### config.mk
export PLATFORM = sky130hd
export DESIGN_NAME = regfile_mp_flat
export DESIGN_NICKNAME = d
export VERILOG_FILES = /design/src/rtl/regfile_mp_if.sv /design/src/rtl/regfile_mp.sv /design/src/flat_wrapper.sv
export SDC_FILE = /design/constraint.sdc
export NUM_CORES = 2
export LEC_CHECK = 0
export CAP_MARGIN = 40
export CORE_UTILIZATION = 60
export DETAILED_ROUTE_END_ITERATION = 8
export GPL_ROUTABILITY_DRIVEN = 0
export PLACE_DENSITY = 0.76
export SETUP_SLACK_MARGIN = 0.2
export SLEW_MARGIN = 0
export SYNTH_ARGS = -nofsm -noshare
export SYNTH_HDL_FRONTEND = slang
export SYNTH_SLANG_ARGS = --single-unit
### constraint.sdc
create_clock -name clk -period 4.1 [get_ports clk]
set_input_delay 0.82 -clock clk [delete_from_list [all_inputs] [get_ports clk]]
set_output_delay 0.82 -clock clk [all_outputs]
set_load 0.02 [all_outputs]
### src/rtl/regfile_mp_if.sv
// Bus interface for regfile_mp: write, reserve, clear-control and read-port signals.
// master: producer side (datapath / testbench); slave: the register file.
interface regfile_mp_if #(
  parameter int unsigned DATA_W = 32,
  parameter int unsigned ADDR_W = 5,
  parameter int unsigned NUM_RD = 2
);
  logic                       RegWrite;
  logic [ADDR_W-1:0]          WriteReg;
  logic [DATA_W-1:0]          WriteData;
  logic [NUM_RD*ADDR_W-1:0]   ReadReg;
  logic [NUM_RD*DATA_W-1:0]   ReadData;
  logic [NUM_RD-1:0]          Pending;
  logic                       Reserve;
  logic [ADDR_W-1:0]          ReserveReg;
  logic                       ClearReq;
  logic                       ClearBusy;

  modport master (
    output RegWrite, WriteReg, WriteData, ReadReg, Reserve, ReserveReg, ClearReq,
    input  ReadData, Pending, ClearBusy
  );

  modport slave (
    input  RegWrite, WriteReg, WriteData, ReadReg, Reserve, ReserveReg, ClearReq,
    output ReadData, Pending, ClearBusy
  );
endinterface

### src/rtl/regfile_mp.sv
// Multi-read-port register file with 1-cycle registered reads, same-cycle write
// forwarding, a per-register pending scoreboard and a sequenced bulk-clear engine.
// Ports:
//   clk   - clock, all state updates on posedge
//   rst   - asynchronous active-low reset
//   bus   - regfile_mp_if.slave: RegWrite/WriteReg/WriteData (write), ReadReg/ReadData/
//           Pending (NUM_RD read ports), Reserve/ReserveReg (scoreboard set),
//           ClearReq/ClearBusy (bulk clear)
module regfile_mp #(
  parameter int unsigned DATA_W   = 32,
  parameter int unsigned ADDR_W   = 5,
  parameter int unsigned NUM_RD   = 2,
  parameter int unsigned ZERO_REG = 1
) (
  input  logic           clk,
  input  logic           rst,
  regfile_mp_if.slave    bus
);

  localparam int unsigned DEPTH   = 1 << ADDR_W;
  localparam bit          ZERO_EN = (ZERO_REG != 0);

  typedef enum logic {IDLE, CLEAR} state_e;

  state_e                   state_q, state_d;
  logic [ADDR_W-1:0]        cnt_q, cnt_d;
  logic                     busy_q, busy_d;
  logic [DATA_W-1:0]        mem_q [DEPTH];
  logic [DEPTH-1:0]         pend_q, pend_d;
  logic [NUM_RD*DATA_W-1:0] rdata_q, rdata_d;
  logic [NUM_RD-1:0]        rpend_q, rpend_d;

  logic wr_en_c, rs_en_c, clr_en_c;

  // Effective write/reserve only while idle and not targeting a hardwired zero register
  always_comb begin
    clr_en_c = (state_q == CLEAR);
    wr_en_c  = bus.RegWrite && (state_q == IDLE) && !(ZERO_EN && (bus.WriteReg == '0));
    rs_en_c  = bus.Reserve  && (state_q == IDLE) && !(ZERO_EN && (bus.ReserveReg == '0));
  end

  // Bulk-clear sequencer: walks the counter once over all entries
  always_comb begin
    state_d = state_q;
    cnt_d   = cnt_q;
    case (state_q)
      IDLE: begin
        if (bus.ClearReq) begin
          state_d = CLEAR;
          cnt_d   = '0;
        end
      end
      CLEAR: begin
        cnt_d = cnt_q + ADDR_W'(1);
        if (cnt_q == '1) state_d = IDLE;
      end
      default: state_d = IDLE;
    endcase
    busy_d = (state_d == CLEAR);
  end

  // Scoreboard next state; reserve after write so a new producer keeps the bit set
  always_comb begin
    pend_d = pend_q;
    if (clr_en_c) pend_d[cnt_q] = 1'b0;
    if (wr_en_c)  pend_d[bus.WriteReg] = 1'b0;
    if (rs_en_c)  pend_d[bus.ReserveReg] = 1'b1;
  end

  // Read ports: forward same-cycle write data, report post-edge pending state
  always_comb begin
    rdata_d = '0;
    rpend_d = '0;
    for (int unsigned p = 0; p < NUM_RD; p++) begin
      logic [ADDR_W-1:0] ra;
      ra = bus.ReadReg[p*ADDR_W +: ADDR_W];
      if (ZERO_EN && (ra == '0))
        rdata_d[p*DATA_W +: DATA_W] = '0;
      else if (wr_en_c && (bus.WriteReg == ra))
        rdata_d[p*DATA_W +: DATA_W] = bus.WriteData;
      else
        rdata_d[p*DATA_W +: DATA_W] = mem_q[ra];
      rpend_d[p] = pend_d[ra];
    end
  end

  always_ff @(posedge clk or negedge rst) begin
    if (!rst) begin
      state_q <= IDLE;
      cnt_q   <= '0;
      busy_q  <= 1'b0;
      pend_q  <= '0;
      rdata_q <= '0;
      rpend_q <= '0;
      for (int unsigned i = 0; i < DEPTH; i++) mem_q[i] <= '0;
    end else begin
      state_q <= state_d;
      cnt_q   <= cnt_d;
      busy_q  <= busy_d;
      pend_q  <= pend_d;
      rdata_q <= rdata_d;
      rpend_q <= rpend_d;
      if (clr_en_c) mem_q[cnt_q] <= '0;
      if (wr_en_c)  mem_q[bus.WriteReg] <= bus.WriteData;
    end
  end

  assign bus.ReadData  = rdata_q;
  assign bus.Pending   = rpend_q;
  assign bus.ClearBusy = busy_q;

endmodule
### src/flat_wrapper.sv
// flat-port wrapper written by rule: the top's interface ports become plain ports
module regfile_mp_flat 
#(
  parameter int unsigned DATA_W   = 32,
  parameter int unsigned ADDR_W   = 5,
  parameter int unsigned NUM_RD   = 2,
  parameter int unsigned ZERO_REG = 1
)
  (clk, rst, bus_RegWrite, bus_WriteReg, bus_WriteData, bus_ReadReg, bus_Reserve, bus_ReserveReg, bus_ClearReq, bus_ReadData, bus_Pending, bus_ClearBusy);
  regfile_mp_if #(.DATA_W(DATA_W), .ADDR_W(ADDR_W), .NUM_RD(NUM_RD)) bus_i ();
  input  logic clk;
  input  logic rst;
  input wire logic [$bits(bus_i.RegWrite)-1:0] bus_RegWrite;
  input wire logic [$bits(bus_i.WriteReg)-1:0] bus_WriteReg;
  input wire logic [$bits(bus_i.WriteData)-1:0] bus_WriteData;
  input wire logic [$bits(bus_i.ReadReg)-1:0] bus_ReadReg;
  input wire logic [$bits(bus_i.Reserve)-1:0] bus_Reserve;
  input wire logic [$bits(bus_i.ReserveReg)-1:0] bus_ReserveReg;
  input wire logic [$bits(bus_i.ClearReq)-1:0] bus_ClearReq;
  output wire logic [$bits(bus_i.ReadData)-1:0] bus_ReadData;
  output wire logic [$bits(bus_i.Pending)-1:0] bus_Pending;
  output wire logic [$bits(bus_i.ClearBusy)-1:0] bus_ClearBusy;
  assign bus_i.RegWrite = bus_RegWrite;
  assign bus_i.WriteReg = bus_WriteReg;
  assign bus_i.WriteData = bus_WriteData;
  assign bus_i.ReadReg = bus_ReadReg;
  assign bus_i.Reserve = bus_Reserve;
  assign bus_i.ReserveReg = bus_ReserveReg;
  assign bus_i.ClearReq = bus_ClearReq;
  assign bus_ReadData = bus_i.ReadData;
  assign bus_Pending = bus_i.Pending;
  assign bus_ClearBusy = bus_i.ClearBusy;
  regfile_mp #(.DATA_W(DATA_W), .ADDR_W(ADDR_W), .NUM_RD(NUM_RD), .ZERO_REG(ZERO_REG)) u_core (.clk(clk), .rst(rst), .bus(bus_i));
endmodule
==> flow_summary.toml <==
[timing]
fmax_ghz = 0.281
finalCritPeriodShare = 0.867
setup_viol = 0
max_slew_margin = 0.368
timing.hold.ws_ns = 0.110
min_period_ns = 3.55
worst_clock_skew_ns = 0.0333
hold_violations = 0
worst_slew_pin_slew_ns = 0.945
setup-tns-final_ns = 0
slew_viol_final = 0
rsz0062_at_grt = "false"

[setup_path]
reg2reg_depth = 7
crit_chain = "buf_4 > clkdlybuf4s50_1"
rrSetupSlack_ns = 0.88
path_class = "register to primary output"
timing.rr.end = "u_core.bus.Pending[0]"
slowest_stage = "dfrtp_1"
worstPathBufferInverterCount = 2
critPathMaxStageDelay_ns = 0.95
cp-start-kind = "register"
cp-end-kind = "primary output"
cp.required_ns = 3.28
crit_arrival_ns = 2.73
cp_top_family = "buffers and inverters"
path_max_fanout = 23
reg2reg_from = "u_core.clr_en_c"

[finish]
layout-drive-gt1-share = 0.290
syn_to_final_growth_pct = 14.3
nets = 4054

[pwr]
intPower_uw = 21200
p_switching_uw = 8810
power.density_mw_per_mm2 = 458
power.total_uw = 30000
vdd_drop_max_v = 0.000351
power_leakage_uw = 0.0287
p_clk_frac = 0.379
switching_share = 0.294
p_comb_frac = 0.187
pwr-share-seq = 0.435

[yosys]
netlist-cell-type-count = 65
ys_warn_count = 0
synthArstFlopShare = 1.00
synth_common_cells = "1,128 x dfrtp_1, 951 x a22o_1, 616 x mux4_2"
synth_ff_type = "dfrtp_1"
ys_ff_latch = 1128
syn_nets = 4052
yosysMostFrequentCell = "dfrtp_1"
yosys.area.top_type_share = 0.492
netlist_top_cells_area = "dfrtp_1 49%, mux4_2 24%, a22o_1 15%"
yosysTopAreaCell = "dfrtp_1"
avgSynthCellArea_um2 = 14.4
syn-cell-area_mm2 = 0.0574
synth-seq-area-share = 0.492
synth_edf_count = 0
syn_inst = 3990

[floorplan]
dieWidth_um = 311
io_pins = 124
num_rows = 113
initial_core_util = 0.605
die_h_um = 311
coreArea_mm2 = 0.0949
die_area_mm2 = 0.0969

[grt]
grt_pass1_vias = 44000
grt-ovfl-total = 0
antenna_found_initial = 9
grt_usage = 0.427
grt_pass1_wl_um = 302000
grt_max_degree = 132

[clocking]
clk_path_buf_depth = 3
clk_pin_slew_ns = 0.06
cts_tree = "yes"
cts_buffers = 116
ctsHtreeMaxLevel = 3
insertion_delay_ns = 0.73
hold_buffers = 0
postCtsSetupRepairBufs = 0
clock-sinks = 1128
root_buffer = "clkbuf_16"
cts.repair.resized = 0

[drt]
drt-total-wl_um = 204000
wl_per_cell_um = 38.0
drt-initial-drc-count = 7575
vias = 43900
first_pass_iters = 6
vias_per_cell = 8.19
ant_nets = 0
drc = 0

[flow_run]
max-cap-violations = 0

[placed_design]
portBuffers = 123
dpl.hpwl_um = 116000

[run_status]
status = "completed"

[worst_hold_path]
min_path_type = "input port to async pin"
cells in the final DEF (no fill, tap or decap), types with 6 or more instances in the layout:
| master | synthesis | routed |
|---|---|---|
| bufinv_16 | 0 | 13 |
| nand2_1 | 103 | 103 |
| inv_1 | 12 | 12 |
| xor2_1 | 7 | 7 |
| nand2b_1 | 9 | 9 |
| buf_4 | 9 | 213 |
| clkbuf_16 | 0 | 117 |
| a22oi_2 | 9 | 22 |
| clkdlybuf4s50_1 | 0 | 112 |
| o21ai_0 | 43 | 43 |
| o2bb2ai_1 | 13 | 13 |
| nand3_1 | 12 | 12 |
| and2_1 | 39 | 39 |
| a22o_1 | 951 | 951 |
| a311oi_1 | 13 | 13 |
| dfrtp_1 | 1128 | 1128 |
| nor3_1 | 12 | 11 |
| mux4_2 | 616 | 616 |
| buf_8 | 0 | 15 |
| a211oi_1 | 107 | 107 |
| mux2i_1 | 52 | 52 |
| nor2b_1 | 36 | 36 |
| clkbuf_8 | 0 | 36 |
| nor2_4 | 1 | 28 |
| clkbuf_1 | 394 | 20 |
| a22oi_1 | 19 | 6 |
| buf_12 | 0 | 54 |
| a21o_1 | 6 | 6 |
| a21oi_1 | 49 | 46 |
| clkinv_2 | 0 | 17 |
| nor2_1 | 138 | 108 |
| and3b_1 | 6 | 6 |
stage by stage:
step,utilization,instance area [um^2],std cells,setup WS (ns)
after floorplan,-,57400,3990,1.24
after global placement,0.645,61200,5124,0.532
after detailed placement,0.648,61500,5139,0.543
after CTS,0.691,65600,5356,0.573
after global routing,0.691,65600,5357,0.485
final,0.691,65600,5358,0.546
metal layers:
layer	GRT usage	up-vias	part of all wire	wire (um)
met4	0.258	12	0.073	14800
met3	0.176	942	0.16	33200
met2	0.579	4333	0.42	85800
met5	0.00692	-	0.00072	147
li1	-	16100	-	-
met1	0.577	22500	0.34	69900
cells by family (layout without fill, tap and decap cells):
kind of cell / Yosys count / in the layout / synth area share
compound gates: 1242 / 1242 / 0.181
flops: 1128 / 1128 / 0.492
mux: 671 / 671 / 0.251
buf+inv: 533 / 634 / 0.0372
simple gates: 399 / 399 / 0.0356
xor+xnor: 12 / 12 / 0.00183
fa+ha+maj: 5 / 5 / 0.00109
other cells: 0 / 2 / 0
flip-flops by register name, summed over array words and instances, names as in the netlist:
name                 count
u_core.clr_en_c          1
u_core.bus.Pending       2
u_core.bus.ReadData     64
u_core.mem_q          1024
u_core.cnt_q             5
u_core.pend_q           32
area by class of cell:
type | count | area (um^2)
antenna | 2 | 5.00
clock inverter | 44 | 621
multi-input combinational | 2329 | 27400
fill | 6138 | 29300
tap | 1265 | 1580
clock buffer | 173 | 3500
timing repair buffer | 404 | 4190
sequential | 1128 | 28200
inverter | 13 | 48.8
worst max path at each step:
stage | cells past startpoint | from | end
2_1_floorplan | 7 | bus_ReadReg[0] | u_core.bus.ReadData[0]
5_1_grt | 2 | u_core.clr_en_c | bus_ClearBusy
6_report | 2 | u_core.clr_en_c | bus_ClearBusy
3_3_place_gp | 8 | bus_WriteReg[3] | u_core.bus.Pending[1]
4_1_cts | 2 | u_core.clr_en_c | bus_ClearBusy
3_5_place_dp | 8 | bus_WriteReg[3] | u_core.bus.Pending[1]
power groups by stage:
stage	logic [uW]	registers (uW)	clock network, uW
2_1_floorplan	3270	12900	0
4_1_cts	5420	13000	11400
3_5_place_dp	5400	13100	0
5_1_grt	5770	13100	11800
6_report	5610	13100	11400
3_3_place_gp	5260	13100	0
Power figures use the tool's default switching activity.
